--- config.mk ---
export PLATFORM = sky130hd
export DESIGN_NAME = alu_issue_queue
export DESIGN_NICKNAME = d
export VERILOG_FILES = /design/src/rtl/alu_issue_queue.sv
export SDC_FILE = /design/constraint.sdc
export NUM_CORES = 1
export LEC_CHECK = 0
export CAP_MARGIN = 20
export CORE_MARGIN = 4
export CORE_UTILIZATION = 55
export CTS_CLUSTER_DIAMETER = 30
export DETAILED_ROUTE_END_ITERATION = 10
export MAX_ROUTING_LAYER = met4
export PLACE_DENSITY = 0.8
export RECOVER_POWER = 50
export REMOVE_ABC_BUFFERS = 1
export SYNTH_ARGS = -nofsm -noshare
export SYNTH_HDL_FRONTEND = slang
export SYNTH_SLANG_ARGS = --single-unit
--- constraint.sdc ---
create_clock -name clk_i -period 8.5 [get_ports clk_i]
set_input_delay 1.7 -clock clk_i [delete_from_list [all_inputs] [get_ports clk_i]]
set_output_delay 1.7 -clock clk_i [all_outputs]
set_load 0.1 [all_outputs]
--- src/rtl/alu_issue_queue.sv ---
// ALU reservation station: holds dispatched ALU ops until operands arrive,
// then issues the oldest ready op and registers its tagged result.
module alu_issue_queue #(
  parameter int DEPTH = 4,
  parameter int TAG_W = 4
) (
  input  logic             clk_i,
  input  logic             reset_i,
  input  logic             flush_i,
  input  logic             dispatch_valid_i,
  output logic             dispatch_ready_o,
  input  logic [31:0]      dispatch_pc_i,
  input  logic [31:0]      dispatch_inst_i,
  input  logic [TAG_W-1:0] dispatch_tag_i,
  input  logic             rs1_ready_i,
  input  logic             rs2_ready_i,
  input  logic [TAG_W-1:0] rs1_tag_i,
  input  logic [TAG_W-1:0] rs2_tag_i,
  input  logic [31:0]      rs1_value_i,
  input  logic [31:0]      rs2_value_i,
  input  logic             cdb_valid_i,
  input  logic [TAG_W-1:0] cdb_tag_i,
  input  logic [31:0]      cdb_value_i,
  output logic             alu_request_o,
  output logic [31:0]      alu_pc_o,
  output logic [31:0]      alu_inst_o,
  output logic [31:0]      alu_rs1_value_o,
  output logic [31:0]      alu_rs2_value_o,
  input  logic             alu_writeback_valid_i,
  input  logic [31:0]      alu_writeback_value_i,
  output logic             result_valid_o,
  output logic [TAG_W-1:0] result_tag_o,
  output logic [31:0]      result_value_o,
  input  logic             result_ready_i
);

  localparam int AW = (DEPTH > 1) ? $clog2(DEPTH) : 1;
  localparam int CW = $clog2(DEPTH + 1);

  typedef struct packed {
    logic             valid;
    logic [31:0]      pc;
    logic [31:0]      inst;
    logic [TAG_W-1:0] tag;
    logic             rs1_rdy;
    logic [TAG_W-1:0] rs1_tag;
    logic [31:0]      rs1_val;
    logic             rs2_rdy;
    logic [TAG_W-1:0] rs2_tag;
    logic [31:0]      rs2_val;
    logic [AW-1:0]    age;
  } entry_t;

  entry_t        ent_q [DEPTH];
  entry_t        ent_d [DEPTH];
  logic [CW-1:0] occ;
  logic [AW-1:0] free_idx;
  logic [AW-1:0] sel_idx;
  logic [AW-1:0] sel_age;
  logic          free_found;
  logic          sel_found;
  logic          issue;
  logic          dispatch_fire;
  logic          byp1;
  logic          byp2;

  // age is the count of older valid entries; 0 is the oldest
  always_comb begin
    occ        = '0;
    free_idx   = '0;
    free_found = 1'b0;
    sel_idx    = '0;
    sel_age    = '0;
    sel_found  = 1'b0;
    for (int i = 0; i < DEPTH; i++) begin
      occ = occ + CW'(ent_q[i].valid);
      if (!ent_q[i].valid && !free_found) begin
        free_found = 1'b1;
        free_idx   = AW'(i);
      end
      if (ent_q[i].valid && ent_q[i].rs1_rdy &&
          ent_q[i].rs2_rdy &&
          (!sel_found || ent_q[i].age < sel_age)) begin
        sel_found = 1'b1;
        sel_idx   = AW'(i);
        sel_age   = ent_q[i].age;
      end
    end
  end

  assign dispatch_ready_o = occ < CW'(DEPTH);
  assign issue = sel_found && !flush_i &&
                 (!result_valid_o || result_ready_i);
  assign dispatch_fire = dispatch_valid_i &&
                         dispatch_ready_o && !flush_i;
  assign byp1 = cdb_valid_i && cdb_tag_i == rs1_tag_i;
  assign byp2 = cdb_valid_i && cdb_tag_i == rs2_tag_i;

  always_comb begin
    alu_request_o   = 1'b0;
    alu_pc_o        = '0;
    alu_inst_o      = '0;
    alu_rs1_value_o = '0;
    alu_rs2_value_o = '0;
    if (issue) begin
      alu_request_o   = 1'b1;
      alu_pc_o        = ent_q[sel_idx].pc;
      alu_inst_o      = ent_q[sel_idx].inst;
      alu_rs1_value_o = ent_q[sel_idx].rs1_val;
      alu_rs2_value_o = ent_q[sel_idx].rs2_val;
    end
  end

  always_comb begin
    for (int i = 0; i < DEPTH; i++) begin
      ent_d[i] = ent_q[i];
      if (cdb_valid_i && ent_q[i].valid) begin
        if (!ent_q[i].rs1_rdy && ent_q[i].rs1_tag == cdb_tag_i) begin
          ent_d[i].rs1_rdy = 1'b1;
          ent_d[i].rs1_val = cdb_value_i;
        end
        if (!ent_q[i].rs2_rdy && ent_q[i].rs2_tag == cdb_tag_i) begin
          ent_d[i].rs2_rdy = 1'b1;
          ent_d[i].rs2_val = cdb_value_i;
        end
      end
      if (issue) begin
        if (AW'(i) == sel_idx)
          ent_d[i].valid = 1'b0;
        else if (ent_q[i].age > sel_age)
          ent_d[i].age = ent_q[i].age - 1'b1;
      end
    end
    if (dispatch_fire) begin
      ent_d[free_idx].valid   = 1'b1;
      ent_d[free_idx].pc      = dispatch_pc_i;
      ent_d[free_idx].inst    = dispatch_inst_i;
      ent_d[free_idx].tag     = dispatch_tag_i;
      ent_d[free_idx].rs1_rdy = rs1_ready_i || byp1;
      ent_d[free_idx].rs1_tag = rs1_tag_i;
      ent_d[free_idx].rs1_val = rs1_ready_i ? rs1_value_i : cdb_value_i;
      ent_d[free_idx].rs2_rdy = rs2_ready_i || byp2;
      ent_d[free_idx].rs2_tag = rs2_tag_i;
      ent_d[free_idx].rs2_val = rs2_ready_i ? rs2_value_i : cdb_value_i;
      ent_d[free_idx].age     = AW'(occ - CW'(issue));
    end
    if (flush_i)
      for (int i = 0; i < DEPTH; i++) ent_d[i].valid = 1'b0;
  end

  always_ff @(posedge clk_i or negedge reset_i) begin
    if (!reset_i) begin
      for (int i = 0; i < DEPTH; i++) ent_q[i] <= '0;
      result_valid_o <= 1'b0;
      result_tag_o   <= '0;
      result_value_o <= '0;
    end else begin
      for (int i = 0; i < DEPTH; i++) ent_q[i] <= ent_d[i];
      if (flush_i) begin
        result_valid_o <= 1'b0;
      end else if (issue) begin
        result_valid_o <= 1'b1;
        result_tag_o   <= ent_q[sel_idx].tag;
        result_value_o <= alu_writeback_value_i;
      end else if (result_ready_i) begin
        result_valid_o <= 1'b0;
      end
    end
  end

  // the arithmetic unit must answer in the issue cycle
  a_wb_valid: assert property (@(posedge clk_i) disable iff (!reset_i)
    alu_request_o |-> alu_writeback_valid_i);

endmodule

Yosys cells after proc, flatten, opt, wreduce, memory -nomap -nowiden
Index checks and enable logic that the tools add are counted.
{"block": "op_classes", "muxes": 116, "eq_ne": 13, "magnitude_cmp": 11, "n_reduce_logical": 60, "addsub": 8, "n_bitwise": 3}
{"cell": "$bwmux W580", "count": 11}
{"cell": "$demux W145 S2", "count": 11}
{"cell": "$mux W580", "count": 1}
{"cell": "$mux W32", "count": 18}
{"cell": "$mux W144", "count": 3}
{"cell": "$bmux W145 S2", "count": 1}
{"cell": "$mux W145", "count": 1}
{"cell": "$mux W33", "count": 4}
{"cell": "$mux W112", "count": 1}
{"cell": "$mux W80", "count": 1}
{"cell": "$mux W76", "count": 1}
{"cell": "$mux W75", "count": 1}
{"cell": "$mux W71", "count": 1}
{"cell": "$mux W2", "count": 21}
{"cell": "$eq A4 B4 Y1", "count": 10}
{"cell": "$mux W39", "count": 1}
{"cell": "$mux W38", "count": 1}
{"cell": "$mux W1", "count": 37}
{"cell": "$mux W34", "count": 1}
{"cell": "$logic_and A1 B1 Y1", "count": 33}
{"cell": "$logic_not A1 Y1", "count": 18}
{"cell": "$gt A2 B2 Y1", "count": 4}
{"cell": "$sub A2 B1 Y2 const B", "count": 4}
{"cell": "$ge A3 B3 Y1 const B", "count": 2}
{"cell": "15 further kinds", "count": 24}
{"block": "totals", "regBits": 617, "input_bits": 217, "word_cells": 258}

Depth between registers and ports, before layout
{"block": "logic_depth", "ltp_word": 32, "ltp_mapped": 27, "depth_no_buf": 25}

Least setup slack after synthesis
No wires, ideal clock.
{"block": "synth_path", "path_type": "reg-to-output", "startpoint": "register ent_q[579] (netlist name)", "endpoint": "output port alu_inst_o[13]", "path_stages_with_launch": 19, "arrival_ns": 5.382, "slack_ns": 1.418, "cell_sequence": "dfrtp_1 and3_1 nand2_1 ha_1 a21oi_1 o21ai_0 mux2_2 ha_1 or2_2 a21oi_1 a21o_1 a21oi_1 ha_1 or3_1 o21ai_2 buf_2 buf_1 a21oi_1 nor2_1"}
{"block": "synth_between", "elab_chain_cells": 20}
{"element": "$logic_and A1 B1 Y1 (*) (2 in a row)", "line": "81", "text": "if (ent_q[i].valid && ent_q[i].rs1_rdy &&"}
{"element": "$mux W2 / $mux W1 (equally long branches)", "line": "81"}
{"element": "$lt A2 B2 Y1 / $logic_not A1 Y1 (equally long branches)", "line": "83", "text": "(!sel_found || ent_q[i].age < sel_age)) begin"}
{"element": "$logic_or A1 B1 Y1", "line": "83"}
{"element": "$logic_and A1 B1 Y1", "line": "82", "text": "ent_q[i].rs2_rdy &&"}
{"element": "$mux W2 / $mux W1 (equally long branches)", "line": "81"}
{"element": "$lt A2 B2 Y1 / $logic_not A1 Y1 (equally long branches)", "line": "83"}
{"element": "$logic_or A1 B1 Y1", "line": "83"}
{"element": "[2 not listed]"}
{"element": "$lt A2 B2 Y1 / $logic_not A1 Y1 (equally long branches)", "line": "83"}
{"element": "$logic_or A1 B1 Y1", "line": "83"}
{"element": "$logic_and A1 B1 Y1", "line": "82"}
{"element": "$mux W2", "line": "81"}
{"element": "$not A2 Y3 (not written as such)", "line": "108", "text": "alu_inst_o = ent_q[sel_idx].inst;"}
{"element": "$bmux W145 S2", "line": "108"}
{"element": "$mux W144 (2 in a row)"}
{"element": "$mux W32 (*)", "line": "105", "text": "if (issue) begin"}
{"element": "to (decl)", "line": "26", "text": "output logic [31:0] alu_inst_o,"}
Every way passes the cells marked *; elsewhere a longest branch is shown, timed or not. The select of a mux whose other input is x is not followed.

Final worst setup path
{"block": "layout_path", "startpoint": "register ent_q[579] (netlist name)", "endpoint": "output port alu_rs1_value_o[27]"}
{"block": "layout_between", "elab_chain_cells": 20}
{"element": "$logic_and A1 B1 Y1 (*) (2 in a row)", "line": "81"}
{"element": "$mux W2 / $mux W1 (equally long branches)", "line": "81"}
{"element": "$lt A2 B2 Y1 / $logic_not A1 Y1 (equally long branches)", "line": "83"}
{"element": "$logic_or A1 B1 Y1", "line": "83"}
{"element": "$logic_and A1 B1 Y1", "line": "82"}
{"element": "$mux W2 / $mux W1 (equally long branches)", "line": "81"}
{"element": "$lt A2 B2 Y1 / $logic_not A1 Y1 (equally long branches)", "line": "83"}
{"element": "$logic_or A1 B1 Y1", "line": "83"}
{"element": "[2 not listed]"}
{"element": "$lt A2 B2 Y1 / $logic_not A1 Y1 (equally long branches)", "line": "83"}
{"element": "$logic_or A1 B1 Y1", "line": "83"}
{"element": "$logic_and A1 B1 Y1", "line": "82"}
{"element": "$mux W2", "line": "81"}
{"element": "$not A2 Y3 (not written as such)", "line": "109", "text": "alu_rs1_value_o = ent_q[sel_idx].rs1_val;"}
{"element": "$bmux W145 S2", "line": "109"}
{"element": "$mux W144 (2 in a row)"}
{"element": "$mux W32 (*)", "line": "105"}
{"element": "to (decl)", "line": "27", "text": "output logic [31:0] alu_rs1_value_o,"}
Marked as above.

==> flow_metrics.tcl <==
set metrics [dict create \
    initial_utilization_pct 55.72 \
    power_leakage_nw 19.06 \
    synth_most_common_cell "nand2_1" \
    yosys_warnings 0 \
    routedWlPerCell_um 20.80 \
    fin_crit_ps 7815 \
    maxCapViolCount 8 \
    cts_root_buffer "clkbuf_16" \
    dpl.hpwl_um 53510 \
    grt_pass1_wl_um 156100 \
    combPwrFrac_pct 20.5 \
    synth_area_leaders "dfrtp_1 53%, nand2_1 16%, nor2_1 10%" \
    antenna_found_initial 27 \
    final-max-slew-violation-count 838 \
    r2r_cells 23 \
    crit_path_top_delay_cell "dfrtp_1" \
    fin_worst_skew_ps 35.48 \
    tightestPinTransition_ps 4610 \
    cts_buffers 131 \
    drt_iter0_drc 3448 \
    hold_viol 0 \
    min_delay_path_depth 2 \
    grt_overflow 0 \
    violations "capacitance limit, slew limit" \
    required_ps 6800 \
    routed_wl_um 100200 \
    fillers 3814 \
    yosys.area.top_type "dfrtp_1" \
    clk_path_buf_depth 3 \
    cts-resized-gates 0 \
    ys.flop_type "dfrtp_1" \
    clock_power_share_pct 45.9 \
    syn_to_final_growth_pct 31.97 \
    regArea_um2 15440 \
    avgSynthCellArea_um2 7.905 \
    crit_fanout 75 \
    synthesis.area_um2 29400 \
    crit_path_max_incr_delay_ps 550 \
    seqPwrFrac_pct 33.6 \
    cts_tree "done" \
    port_buffers 382 \
    hold_buffers 0 \
    r2r_slack_ps 1740 \
    synth_top_area_share_pct 52.52 \
    cp_common_cell "a21oi_1" \
    die-area_um2 57210 \
    clk_latency_ps 710 \
    seq_area_frac_synth_pct 52.52 \
    num_rows 84 \
    dieHeight_um 239.2 \
    detail-route-antenna-nets 0 \
    coreArea_um2 52760 \
    dr.pass1.iters 6 \
    p_sw_mw 3.578 \
    multi_input_area_um2 12940 \
    setup_violations 0 \
    vias 29060 \
    finalCritPeriodShare_pct 91.95 \
    pre_cts_ws_ps 1502 \
    path_class "register to output port" \
    post_dp_cell_area_um2 34210 \
    rsz0062_at_grt "no" \
    swShare_pct 31.75 \
    dieWidth_um 239.2 \
    fin_area_um2 38800 \
    nNetsFinal 4227 \
    status "finished, violations left" \
    worst_slack_ps 684.5 \
    whs_ps 469.6 \
    synthCells 3719 \
    clock-sinks 617 \
    clk_pin_slew_ps 50 \
    gp_congestion 0.8698 \
    pin_count 384 \
    end_kind "output port" \
    timing.fmax_mhz 128.0 \
    drc_errors 0 \
    synth_seq_cells 617 \
    cts_setup_buffers 0 \
    worstPathCellList "and3_1 -> nand2_1 -> ha_1 -> a21oi_1 -> o21ai_4 -> mux2_2 -> ha_1 -> or2_2 -> a21oi_1 -> a21o_1 -> a21oi_1 -> ha_1 -> or3_1 -> o21ai_4 -> buf_12 -> a21oi_1 -> nor2_1 -> buf_12" \
    synthTopCellsByCount "1279 x nand2_1, 794 x nor2_1, 617 x dfrtp_1, 256 x o22ai_1, 198 x clkbuf_1" \
    synth-edff-count 0 \
    hold_path_class "register to register" \
    drive_gt1_share_pct 10.77 \
    grt_start_max_net_pins 162 \
    grt_pass1_vias 29050 \
    ir_drop_v 0.0002057 \
    vias_per_cell 6.029 \
    yosys.cell_types.count 49 \
    cp_data_arrival_time_ps 6120 \
    start_kind "register" \
    relSlewSlack_pct -207.3 \
    async_flop_share_pct 100.0 \
    track_usage_pct 35.41 \
    p_int_mw 7.691 \
    cts_max_level 4 \
    power_density_nw_per_um2 290.5 \
]
==> worst paths after layout <==
path,endpoint,startpoint
min reg2reg,result_value_o[28]$_DFFE_PN0P_,result_value_o[28]$_DFFE_PN0P_
max reg2reg,ent_q[290]$_DFF_PN0_,ent_q[579]$_DFF_PN0_
max in group asynchronous,result_value_o[21]$_DFFE_PN0P_,reset_i
min in group asynchronous,ent_q[65]$_DFF_PN0_,reset_i
max,alu_rs1_value_o[27],ent_q[579]$_DFF_PN0_
min,result_value_o[28]$_DFFE_PN0P_,result_value_o[28]$_DFFE_PN0P_
==> through the flow <==
step                       TNS, ps  util, %  cells  power, mW
after floorplan           -1486480        -   3427      5.333
after CTS                        0    73.50   4791      11.30
after detailed placement         0    64.84   4549      6.087
after global placement           0    64.84   4549      6.018
final                            0    73.53   4820      11.27
after global routing             0    73.53   4819      11.70
==> power by group through the flow <==
stage	logic [mW]	clock network (mW)	registers, mW
after floorplan	0.959	0	4.37
after global placement	2.23	0	3.79
after detailed placement	2.28	0	3.81
after CTS	2.31	5.22	3.78
after global routing	2.48	5.38	3.84
final	2.31	5.18	3.79
==> kinds of logic after synthesis <==
kind of cell | Yosys count | synth area share (%)
mux | 8 | 0.3022
flops | 617 | 52.52
xor+xnor | 46 | 1.371
fa+ha+maj | 15 | 0.6640
simple gates | 2126 | 27.60
buf+inv | 305 | 4.209
compound gates | 602 | 13.33
==> routing by layer <==
layer	vias to the layer above	part of all wire, %	global-route usage [%]
li1	12900	-	-
met1	14000	38	43.49
met2	1837	47	54.80
met3	320	12	10.70
met4	0	3.4	15.37
met5	-	0	-
==> layout by cell type, fill, tap and decap left out, drive strengths merged, types with 2 or more instances in the layout <==
| cell | n |
|---|---|
| mux2 | 7 |
| and2 | 2 |
| xnor2 | 13 |
| clkbuf | 183 |
| o31ai | 2 |
| a21oi | 161 |
| a211oi | 3 |
| nand2 | 1279 |
| clkinv | 35 |
| ha | 14 |
| o211ai | 4 |
| clkdlybuf4s50 | 250 |
| o22a | 4 |
| nor3 | 15 |
| nor2 | 795 |
| o41ai | 2 |
| dlygate4sd3 | 3 |
| inv | 22 |
| nand3 | 11 |
| buf | 174 |
| o21ai | 27 |
| a31oi | 3 |
| or3 | 3 |
| nor2b | 3 |
| bufinv | 13 |
| xor2 | 33 |
| clkinvlp | 10 |
| a311oi | 129 |
| dfrtp | 617 |
| a22oi | 4 |
| o311ai | 2 |
| a211o | 2 |
| diode | 28 |
| nand2b | 2 |
| and3 | 5 |
| o22ai | 256 |
| nand4 | 8 |
==> critical path, delay by kind of cell (launching register included) <==
family	cells	cell delay (ps)
buffers and inverters	2	600
AO/OA/AOI/OAI	7	1740
flip-flops	1	550
adder cells (fa/ha/maj)	3	790
AND/OR/NAND/NOR	5	1370
multiplexers	1	300
==> final cells by class <==
type / count / area share [%]
Antenna cell: 28 / 0.1806
Clock buffer: 175 / 9.717
Clock inverter: 67 / 2.058
Inverter: 13 / 0.1258
Multi-Input combinational cell: 2797 / 33.36
Sequential cell: 617 / 39.80
Tap cell: 688 / 2.219
Timing Repair Buffer: 435 / 12.54
(Power assumes the default switching activity.)
